[src/rtl/cpu_pkg.sv]
// Shared CPU constants: register address width and the ID-stage opcode/compare field.
package cpu_pkg;

    localparam int unsigned REG_W  = 4;
    localparam int unsigned CODE_W = 4;

    // Opcode/compare value that requests a processor halt (shared with the decoder).
    localparam logic [CODE_W-1:0] HALT_CODE = CODE_W'(4'b1111);

endpackage : cpu_pkg

[src/rtl/haz_detn_unit.sv]
// ID-stage hazard detection: load-use stall against ID/EX plus a sticky halt freeze.
module haz_detn_unit
    import cpu_pkg::*;
#(
    parameter int unsigned            REG_W_P   = REG_W,
    parameter int unsigned            CODE_W_P  = CODE_W,
    parameter logic [CODE_W_P-1:0]    HALT_CODE_P = CODE_W_P'(HALT_CODE)
) (
    input  logic                  clk,
    input  logic                  rst,
    input  logic [REG_W_P-1:0]    regR1,
    input  logic [REG_W_P-1:0]    regR2,
    input  logic [REG_W_P-1:0]    EXregR2,
    input  logic [CODE_W_P-1:0]   rdR1rdR15comp,
    input  logic                  IDEXMemRead,
    output logic                  PCWrite,
    output logic                  IFIDWrite,
    output logic                  halt
);

    logic loadUseHaz;
    logic haltReq;
    logic haltQ;
    logic frontEndEn;

    // Load-use hazard and halt request; register 0 is an ordinary register here.
    always_comb begin
        loadUseHaz = IDEXMemRead && ((EXregR2 == regR1) || (EXregR2 == regR2));
        haltReq    = (rdR1rdR15comp == HALT_CODE_P);
    end

    // Sticky halt flag; reset wins over a halt request at the same edge.
    always_ff @(posedge clk) begin
        if (rst) begin
            haltQ <= 1'b0;
        end else if (haltReq) begin
            haltQ <= 1'b1;
        end
    end

    // Halt asserts in the same cycle the code appears; both enables drop on stall or halt.
    always_comb begin
        halt       = haltReq | haltQ;
        frontEndEn = !(loadUseHaz | halt);
        PCWrite    = frontEndEn;
        IFIDWrite  = frontEndEn;
    end

endmodule : haz_detn_unit

[config.mk]
export PLATFORM = sky130hd
export DESIGN_NAME = haz_detn_unit
export DESIGN_NICKNAME = d
export VERILOG_FILES = /design/src/rtl/cpu_pkg.sv /design/src/rtl/haz_detn_unit.sv
export SDC_FILE = /design/constraint.sdc
export NUM_CORES = 1
export LEC_CHECK = 0
export BUFFER_PORTS_ARGS = -buffer_cell sky130_fd_sc_hd__clkbuf_2
export CAP_MARGIN = 20
export CORE_AREA = 2 2 39 41
export DETAILED_ROUTE_END_ITERATION = 10
export DIE_AREA = 0 0 41 43
export PLACE_DENSITY = 0.33
export SLEW_MARGIN = 15
export SYNTH_ARGS = -nofsm -noshare
export SYNTH_HDL_FRONTEND = slang
export SYNTH_SLANG_ARGS = --single-unit
[constraint.sdc]
create_clock -name clk -period 2.9 [get_ports clk]
set_input_delay 0.58 -clock clk [delete_from_list [all_inputs] [get_ports clk]]
set_output_delay 0.58 -clock clk [all_outputs]
set_load 0.01 [all_outputs]
### Yosys cells after proc, flatten, opt, wreduce, memory -nomap -nowiden

Cells that the tools add are included.
W data, S select, Z words.

| storage, ports and cells | value |
|---|---|
| bits in registers | 1 |
| bits of input ports | 19 |
| output and inout bits | 3 |
| word-level logic and storage cells | 9 |

| operators by class | value |
|---|---|
| equality and inequality tests | 3 |
| bitwise gates (word level) | 2 |
| reductions and logical operators | 3 |

Operators by type and width:

| operator | count |
|---|---|
| $eq A4 B4 Y1 | 2 |
| $eq A4 B4 Y1 const B | 1 |
| $or A1 B1 Y1 | 2 |
| $logic_and A1 B1 Y1 | 1 |
| $logic_not A1 Y1 | 1 |
| $logic_or A1 B1 Y1 | 1 |

### Logic depth before layout (Yosys ltp)

Gate-level depths: netlist (run 1).

| logic depth | value |
|---|---|
| word-level depth | 5 |
| gate-level depth with buffers | 5 |
| mapped depth without buffers | 4 |

### Worst setup path after synthesis (run 1)

Ideal clock, no wire load.

| timing | value |
|---|---|
| kind | in2out |
| start point | in regR1[2] |
| end point | out PCWrite |
| data arrival time | 1.363 ns |
| data required time | 2.320 ns |
| setup slack | 0.957 ns |
| cell stages on the path | 4 |
| buffers on the path | 1 |
| cell sequence | xor2_1 > o41ai_2 > a21oi_1 > buf_4 |

| on the way | value |
|---|---|
| longest elaborated chain between the ends | 5 |

Ends and longest elaborated chain:

| element | line | RTL |
|---|---|---|
| from (decl) | haz_detn_unit.sv:11 | `input logic [REG_W_P-1:0] regR1,` |
| $eq A4 B4 Y1 | haz_detn_unit.sv:28 | `loadUseHaz = IDEXMemRead && ((EXregR2 == regR1) \|\| (EXregR2 == regR2));` |
| $logic_or A1 B1 Y1 | haz_detn_unit.sv:28 |  |
| $logic_and A1 B1 Y1 | haz_detn_unit.sv:28 |  |
| $or A1 B1 Y1 | haz_detn_unit.sv:44 | `frontEndEn = !(loadUseHaz \| halt);` |
| $logic_not A1 Y1 | haz_detn_unit.sv:44 |  |
| to (decl) | haz_detn_unit.sv:16 | `output logic PCWrite,` |

Every way passes these cells.

### Worst setup path in the final report (run 1)

| timing | value |
|---|---|
| start point | in EXregR2[2] |
| end point | out IFIDWrite |

| on the way | value |
|---|---|
| longest elaborated chain between the ends | 5 |
| elaborated cells between the ends (all ways) | 6 |
| those cells by class | 2 x eq/ne; 1 x bitwise; 3 x reduce/logical |

Ends and longest elaborated chain:

| element | line | RTL |
|---|---|---|
| from (decl) | haz_detn_unit.sv:13 | `input logic [REG_W_P-1:0] EXregR2,` |
| $eq A4 B4 Y1 | haz_detn_unit.sv:28 |  |
| $logic_or A1 B1 Y1 (*) | haz_detn_unit.sv:28 |  |
| $logic_and A1 B1 Y1 (*) | haz_detn_unit.sv:28 |  |
| $or A1 B1 Y1 (*) | haz_detn_unit.sv:44 |  |
| $logic_not A1 Y1 (*) | haz_detn_unit.sv:44 |  |
| to (decl) | haz_detn_unit.sv:17 | `output logic IFIDWrite,` |

Mark *: on every way between the ends. The rest lies on a longest branch, timed or not.

==> results of run 1 <==
area by class of cell:
class,count,area (um^2)
fillers,162,1120
multi-input cells,13,114
flip-flops and latches,1,20.0
well taps,16,20.0
repair buffers,21,105
metal layers:
layer	GRT usage	vias up	wire length, um
li1	-	94	-
met1	0.0318	67	175
met2	0.0656	22	132
met3	0	0	87
met4	0	0	0
met5	0	-	0
worst max-delay path, stage by stage:
cell and delay (ns):
clkbuf_2 0.10, xor2_1 0.15, o41ai_2 0.35, a21oi_1 0.12
clkbuf_2 0.14
path summary, 6_finish.rpt:
path	end	cells after the start	slack, ns
max	IFIDWrite	5	0.89
min	haltQ	2	0.59
max reg2reg	haltQ	2	2.15
min reg2reg	haltQ	2	0.59
cell usage after synthesis:
| cell type | n | share of area |
|---|---|---|
| xor2_1 | 4 | 0.25 |
| a41o_1 | 1 | 0.071 |
| o41ai_2 | 1 | 0.12 |
| nor2b_1 | 1 | 0.044 |
| nand4_1 | 1 | 0.044 |
| a21oi_1 | 1 | 0.035 |
| dfxtp_1 | 1 | 0.14 |
| xnor2_1 | 4 | 0.25 |
| buf_4 | 1 | 0.053 |
cells by family after synthesis:
logic type      share of synthesized area
compound gates                      0.221
xor+xnor                            0.496
buf+inv                            0.0531
flops                               0.142
simple gates                       0.0886
power groups by stage:
stage | clock network [W] | logic [W] | registers, W
3_3_place_gp | 0 | 0.0000347 | 0.0000147
5_1_grt | 0 | 0.0000372 | 0.0000147
2_1_floorplan | 0 | 0.0000175 | 0.0000146
3_5_place_dp | 0 | 0.0000346 | 0.0000147
4_1_cts | 0 | 0.0000350 | 0.0000147
6_report | 0 | 0.0000344 | 0.0000147
stage by stage:
stage	power (W)	hold WS, ns	worst slack [ns]	utilization
after floorplan	0.0000321	0.608	0.957	-
after global placement	0.0000495	0.606	0.874	0.187
after detailed placement	0.0000493	0.598	0.854	0.187
after CTS	0.0000497	0.597	0.849	0.187
after global routing	0.0000519	0.647	0.817	0.187
final	0.0000491	0.590	0.885	0.187
==> qor.csv, run 1 <==
stage,metric,value,unit
status,outcome,"finished, final reports clean",
place,Routability Congestion,0.626,
timing,slew margin rel.,0.829,
logic_synthesis,register area share after synthesis,0.142,
logic_synthesis,Syn Area/Cell,9.43,um^2
drt,antenna-violating nets left,0,
timing,setup_tns,0,ns
power,Seq pwr share,0.299,
setup_path,Critical Path Source,EXregR2[2],
die,Die Height,43,um
drt,DR WL/cell,7.75,um
timing,clk_skew,0,ns
layout,Biggest register,haltQ,
global_routing,Tot GR Track Use,0.0310,
setup_path,R2R Path Start,haltQ,
global_routing,vias in the first global route,133,
setup_path,Critical Path Sink Type,primary output,
place,Placement Cell Area,259,um^2
clock_network,CTS Hold Buffers Added,0,
die,area of the core,1380,um^2
logic_synthesis,post-synthesis cell type count,9,
logic_synthesis,synthesized area,141,um^2
power,P_leak,0.142,nW
power,Net Sw Frac,0.310,
worst_hold_path,hold crit path type,reg -> reg,
clock_network,# Post-CTS Setup Buffers,0,
place,port buffer count,21,
place,Inst Count DP,51,
global_routing,first-pass GRT wire length,400,um
layout,Post-Layout Cell Count,51,
setup_path,WS Path Type,in -> out,
clock_network,clock latency at the later pin of the worst-skew pair,0,ns
layout,Largest regs,haltQ: 1 flops,
layout,Area Overhead vs Synth,83.2,%
clock_network,Post-CTS Resized,0,
drt,Residual DRC,0,
logic_synthesis,syn nets,34,
timing,# setup viols final,0,
logic_synthesis,Synth Warn #,0,
drt,Vias,183,
global_routing,initial antenna violation count,0,
layout,"most common cell after layout, fill and taps aside",clkbuf_2,
power,Internal,0.0000339,W
layout,most frequent cells in the layout,"21 x clkbuf_2, 4 x xor2_1, 4 x xnor2_1",
timing,RSZ-0062 raised after global routing,no,
drt,DRT iter0 DRCs,0,
clock_network,"Reg clk slew, reported paths",0,ns
setup_path,crit start category,primary input,
global_routing,grt total ovfl,0,
layout,final instance area,259,um^2
logic_synthesis,Post-Syn Instances,15,
die,initial core utilization,0.102,
timing,"Slew Viols, Final",0,
timing,crit share post-route,0.695,
setup_path,CP arrival,1.43,ns
layout,nets,56,
setup_path,worst path required time,2.32,ns
timing,fin crit period,2.01,ns
setup_path,crit-path max FO,2,
worst_hold_path,Hold Crit Start,haltQ,
power,Max VDD drop,0.0962,mV
die,die area,1760,um^2
power,pwr dens,190,nW/um^2
layout,share of cells above drive strength 1,0.629,
layout,diode count,0,
layout,number of flip-flops in the largest register,1,
global_routing,largest net degree at the start of global routing,4,
run,max_cap viols,0,
logic_synthesis,post-synthesis register bit count,1,
drt,iteration count of the initial detailed-routing pass,1,
power,Clock Power Share,0,
place,post-DP HPWL,366,um
timing,Worst Tran Pin Value,0.254,ns
timing,Max Clock Freq,0.496,GHz
power,Gate power share,0.701,
power,sw power,0.0000152,W
die,Top Ports,22,
die,Die W,41,um
drt,final WL,395,um
drt,vias per cell,3.59,
timing,Final Hold Viols,0,
die,FP Rows,14,
(Power assumes the default switching activity.)
==> run 2: changes to the inputs <==
Settings changed: PLACE_DENSITY 0.33 to 0.34.
Clock period 2.9 ns to 1.8 ns, I/O delays scaled along.
==> run 2 against run 1 <==
Effect of this change:
- sequential power up 61%
- design area unchanged
- flip-flop and latch count unchanged
==> qor.csv, run 2 (synthesis gave the netlist of run 1 again) <==
stage,metric,value,unit,change
status,outcome,"finished, final reports clean",,
setup_path,crit-path leading delay family,compound AO/OA/AOI/OAI gates,,
timing,# setup viols final,0,,unchanged
place,Inst Count DP,51,,unchanged
setup_path,Most common cell on crit path,clkbuf_2,,
drt,DRT iter0 DRCs,0,,unchanged
clock_network,"Reg clk slew, reported paths",0,ns,unchanged
power,P_leak,0.142,nW,unchanged
drt,antenna-violating nets left,0,,unchanged
drt,final WL,395,um,unchanged
global_routing,initial antenna violation count,0,,unchanged
layout,Largest regs,haltQ: 1 flops,,
power,Max VDD drop,0.121,mV,+26%
layout,Layout Utilization,0.187,,unchanged
timing,Max Clock Freq,0.634,GHz,
place,post-DP HPWL,377,um,+3.1%
drt,Vias,181,,-1.1%
setup_path,path depth of the worst reg2reg path,2,,unchanged
clock_network,CTS Hold Buffers Added,0,,unchanged
setup_path,Critical Path Sink Type,primary output,,
clock_network,# Post-CTS Setup Buffers,0,,unchanged
layout,share of cells above drive strength 1,0.629,,unchanged
die,FP Rows,14,,unchanged
layout,most frequent cells in the layout,"21 x clkbuf_2, 4 x xor2_1, 4 x xnor2_1",,
layout,Post-Layout Cell Count,51,,unchanged
setup_path,CP arrival,1.22,ns,-0.21 ns
drt,DR WL/cell,7.75,um,unchanged
timing,Worst Tran Pin Value,0.254,ns,+0.0000685 ns
global_routing,vias in the first global route,158,,+19%
die,Top Ports,22,,unchanged
setup_path,r2r setup slk,1.06,ns,-1.09 ns
setup_path,R2R Path Start,haltQ,,
place,port buffer count,21,,unchanged
setup_path,worst path required time,1.44,ns,-0.88 ns
timing,final setup margin,0.222,ns,-0.663 ns
global_routing,largest net degree at the start of global routing,4,,unchanged
drt,Residual DRC,0,,unchanged
setup_path,crit path cell chain,clkbuf_2 -> xor2_1 -> o41ai_2 -> a21oi_1 -> clkbuf_2,,
setup_path,crit start category,primary input,,
timing,setup_tns,0,ns,unchanged
timing,RSZ-0062 raised after global routing,no,,
die,initial core utilization,0.102,,unchanged
clock_network,clock latency at the later pin of the worst-skew pair,0,ns,unchanged
layout,diode count,0,,unchanged
die,die area,1760,um^2,unchanged
global_routing,Tot GR Track Use,0.0380,,+0.00701
place,Routability Congestion,0.459,,-27%
timing,slew margin rel.,0.829,,about the same
power,pwr dens,304,nW/um^2,+60%
layout,"most common cell after layout, fill and taps aside",clkbuf_2,,
clock_network,Post-CTS Resized,0,,unchanged
die,area of the core,1380,um^2,unchanged
worst_hold_path,Hold Crit Start,rst,,
global_routing,first-pass GRT wire length,489,um,+22%
setup_path,crit-path max FO,2,,unchanged
place,pre-CTS setup slack,0.212,ns,-0.642 ns
worst_hold_path,Worst Hold Path EP,haltQ,,
timing,fin crit period,1.58,ns,
setup_path,Buf/Inv on CP,2,,unchanged
run,max_cap viols,0,,unchanged
setup_path,Worst path slowest cell,o41ai_2,,
setup_path,RR Endpoint,haltQ,,
layout,Area Overhead vs Synth,83.2,%,unchanged
timing,"Slew Viols, Final",0,,unchanged
drt,vias per cell,3.55,,-1.1%
layout,nets,56,,unchanged
worst_hold_path,hold crit path type,in -> reg,,
layout,Biggest register,haltQ,,
setup_path,WS Path Type,in -> out,,
timing,Final Hold Viols,0,,unchanged
die,Die Height,43,um,unchanged
drt,iteration count of the initial detailed-routing pass,1,,unchanged
layout,number of flip-flops in the largest register,1,,unchanged
die,Die W,41,um,unchanged
global_routing,grt total ovfl,0,,unchanged
timing,crit share post-route,0.877,,
timing,clk_skew,0,ns,unchanged
timing,Fin Hold WS,0.517,ns,-0.0729 ns
setup_path,"Largest stage delay, worst path",0.35,ns,about the same
worst_hold_path,Hold Path Depth,2,,unchanged
[run 2: through the flow]
stage,cell area [um^2],power [W]
finish,259,0.0000787
global placement,259,0.0000802
CTS,259,0.0000800
detailed placement,259,0.0000797
global route,259,0.0000851
floorplan,141,0.0000517
[run 2: cell type report]
type	instances	area, um^2
well taps	16	20.0
flip-flops and latches	1	20.0
repair buffers	21	105
multi-input cells	13	114
fillers	158	1120
[run 2: metal layers]
layer  track usage  vias to the layer above  routed length (um)
met4             0                        0                   0
met2        0.0875                       15                 189
met3       0.00524                        0                  63
met1        0.0287                       73                 142
met5             0                        -                   0
li1              -                       93                   -
[run 2: how the worst max path moves through the flow]
| stage | from | end | slack (ns) | cells past startpoint |
|---|---|---|---|---|
| 2_1_floorplan | regR1[2] | PCWrite | 0.30 | 4 |
| 3_3_place_gp | EXregR2[2] | IFIDWrite | 0.25 | 5 |
| 3_5_place_dp | EXregR2[2] | PCWrite | 0.21 | 5 |
| 4_1_cts | EXregR2[2] | PCWrite | 0.21 | 5 |
| 5_1_grt | EXregR2[2] | PCWrite | 0.15 | 5 |
| 6_report | EXregR2[2] | IFIDWrite | 0.22 | 5 |
[run 2: report_power, final]
part           switching (W)  internal [W]  leakage [nW]
clock network              0             0             0
logic              0.0000240     0.0000311         0.134
registers        0.000000202     0.0000234       0.00813
total              0.0000242     0.0000545         0.142
==> run 3: changes to the inputs <==
Settings changed: PLACE_DENSITY 0.34 to 0.33.
Clock period 1.8 ns to 1.95 ns, I/O delays scaled along.
==> run 3 against run 2 <==
Effect of this change:
- critical path depth did not move
- combinational power shrank 6.7%
- largest power group unchanged
- sequential power decreased by 8%
- cell count unchanged
- die area stayed put
- global-route usage about the same
==> qor.csv, run 3 (synthesis gave the netlist of run 1 again) <==
stage,metric,value,unit,change
clock_network,# Post-CTS Setup Buffers,0,,unchanged
layout,area of the multi-input gates,114,um^2,unchanged
clock_network,"Reg clk slew, reported paths",0,ns,unchanged
global_routing,vias in the first global route,163,,+3.2%
layout,Largest regs,haltQ: 1 flops,,
timing,crit share post-route,0.839,,
die,Die Height,43,um,unchanged
place,Placement Cell Area,259,um^2,unchanged
setup_path,path depth of the worst reg2reg path,2,,unchanged
die,FP Rows,14,,unchanged
die,initial core utilization,0.102,,unchanged
setup_path,RR Endpoint,haltQ,,
drt,final WL,383,um,-3.0%
clock_network,clock latency at the later pin of the worst-skew pair,0,ns,unchanged
drt,DRT iter0 DRCs,0,,unchanged
run,max_cap viols,0,,unchanged
layout,Layout Utilization,0.187,,unchanged
place,Inst Count DP,51,,unchanged
worst_hold_path,hold crit path type,in -> reg,,
layout,Post-Layout Cell Count,51,,unchanged
drt,Vias,181,,unchanged
global_routing,grt total ovfl,0,,unchanged
setup_path,r2r setup slk,1.21,ns,+0.15 ns
layout,final instance area,259,um^2,unchanged
global_routing,initial antenna violation count,0,,unchanged
layout,most frequent cells in the layout,"21 x clkbuf_2, 4 x xor2_1, 4 x xnor2_1",,
clock_network,CTS Hold Buffers Added,0,,unchanged
layout,register area,20.0,um^2,unchanged
drt,DR WL/cell,7.51,um,-3.0%
setup_path,R2R Path Start,haltQ,,
setup_path,CP arrival,1.25,ns,+0.03 ns
setup_path,crit-path max FO,2,,unchanged
timing,clk_skew,0,ns,unchanged
place,Routability Congestion,0.533,,+16%
timing,RSZ-0062 raised after global routing,no,,
setup_path,Most common cell on crit path,clkbuf_2,,
layout,share of cells above drive strength 1,0.629,,unchanged
setup_path,crit start category,primary input,,
clock_network,Post-CTS Resized,0,,unchanged
layout,number of flip-flops in the largest register,1,,unchanged
die,die area,1760,um^2,unchanged
setup_path,"Largest stage delay, worst path",0.34,ns,about the same
timing,Max Clock Freq,0.611,GHz,
setup_path,Worst path slowest cell,o41ai_2,,
place,post-DP HPWL,361,um,-4.4%
drt,iteration count of the initial detailed-routing pass,1,,unchanged
power,Max VDD drop,0.137,mV,+13%
status,outcome,"finished, final reports clean",,
setup_path,WS Path Type,in -> out,,
setup_path,worst path required time,1.56,ns,+0.12 ns
drt,antenna-violating nets left,0,,unchanged
drt,vias per cell,3.55,,unchanged
power,P_leak,0.142,nW,unchanged
setup_path,crit-path leading delay family,compound AO/OA/AOI/OAI gates,,
drt,Residual DRC,0,,unchanged
timing,"Slew Viols, Final",0,,unchanged
setup_path,Critical Path Sink Type,primary output,,
timing,# setup viols final,0,,unchanged
layout,nets,56,,unchanged
layout,"most common cell after layout, fill and taps aside",clkbuf_2,,
timing,slew margin rel.,0.832,,+0.00357
layout,Biggest register,haltQ,,
power,pwr dens,283,nW/um^2,-7.0%
layout,FILL cells,157,,-0.63%
die,Top Ports,22,,unchanged
timing,Worst Tran Pin Value,0.249,ns,-0.00530 ns
timing,fin crit period,1.64,ns,
timing,setup_tns,0,ns,unchanged
timing,Final Hold Viols,0,,unchanged
worst_hold_path,Hold Crit Start,rst,,
layout,diode count,0,,unchanged
setup_path,Buf/Inv on CP,2,,unchanged
worst_hold_path,Worst Hold Path EP,haltQ,,
place,port buffer count,21,,unchanged
die,Die W,41,um,unchanged
die,area of the core,1380,um^2,unchanged
global_routing,Tot GR Track Use,0.0380,,-0.0000380
setup_path,Crit path depth,5,,unchanged
global_routing,first-pass GRT wire length,517,um,+5.7%
worst_hold_path,Hold Path Depth,2,,unchanged
layout,Area Overhead vs Synth,83.2,%,unchanged
global_routing,largest net degree at the start of global routing,4,,unchanged
setup_path,crit path cell chain,clkbuf_2 -> xor2_1 -> o41ai_2 -> a21oi_1 -> clkbuf_2,,
run 3: cell counts in the layout (fill, tap and decap cells not counted):
Identical to the previous run, type by type.
run 3: per-stage QoR:
| stage | setup WS, ns | power, W | hold WS [ns] |
|---|---|---|---|
| final | 0.313 | 0.0000733 | 0.548 |
| after global routing | 0.209 | 0.0000790 | 0.565 |
| after CTS | 0.275 | 0.0000744 | 0.550 |
| after detailed placement | 0.281 | 0.0000736 | 0.552 |
| after global placement | 0.327 | 0.0000744 | 0.550 |
| after floorplan | 0.387 | 0.0000477 | 0.462 |
run 3: cell type report:
cell class | instances | area share
multi-input combinational | 13 | 0.440
tap | 16 | 0.0773
timing repair buffer | 21 | 0.406
sequential | 1 | 0.0773
run 3: worst max path at each step:
stage                    to  slack [ns]  startpoint
floorplan           PCWrite        0.39    regR1[2]
global placement    PCWrite        0.33  EXregR2[2]
detailed placement  PCWrite        0.28  EXregR2[2]
CTS                 PCWrite        0.28  EXregR2[2]
global route        PCWrite        0.21  EXregR2[2]
finish              PCWrite        0.31  EXregR2[2]
run 3: power by group:
| part | internal [W] | switching [W] |
|---|---|---|
| Combinational | 0.0000288 | 0.0000227 |
| Clock | 0 | 0 |
| Sequential | 0.0000216 | 0.000000225 |
| Total | 0.0000504 | 0.0000229 |
run 3: worst register-to-register path, stage by stage, from the launching register on:
cell	delay, ns
dfxtp_1	0.28
a41o_1	0.22
nor2b_1	0.13
run 3: layer usage:
metal  wire length [um]  global-route usage  up-vias
met2                121              0.0688       22
met1                181              0.0508       66
met3                 80                   0        0
met5                  0                   0        -
met4                  0                   0        0
li1                   -                   -       93
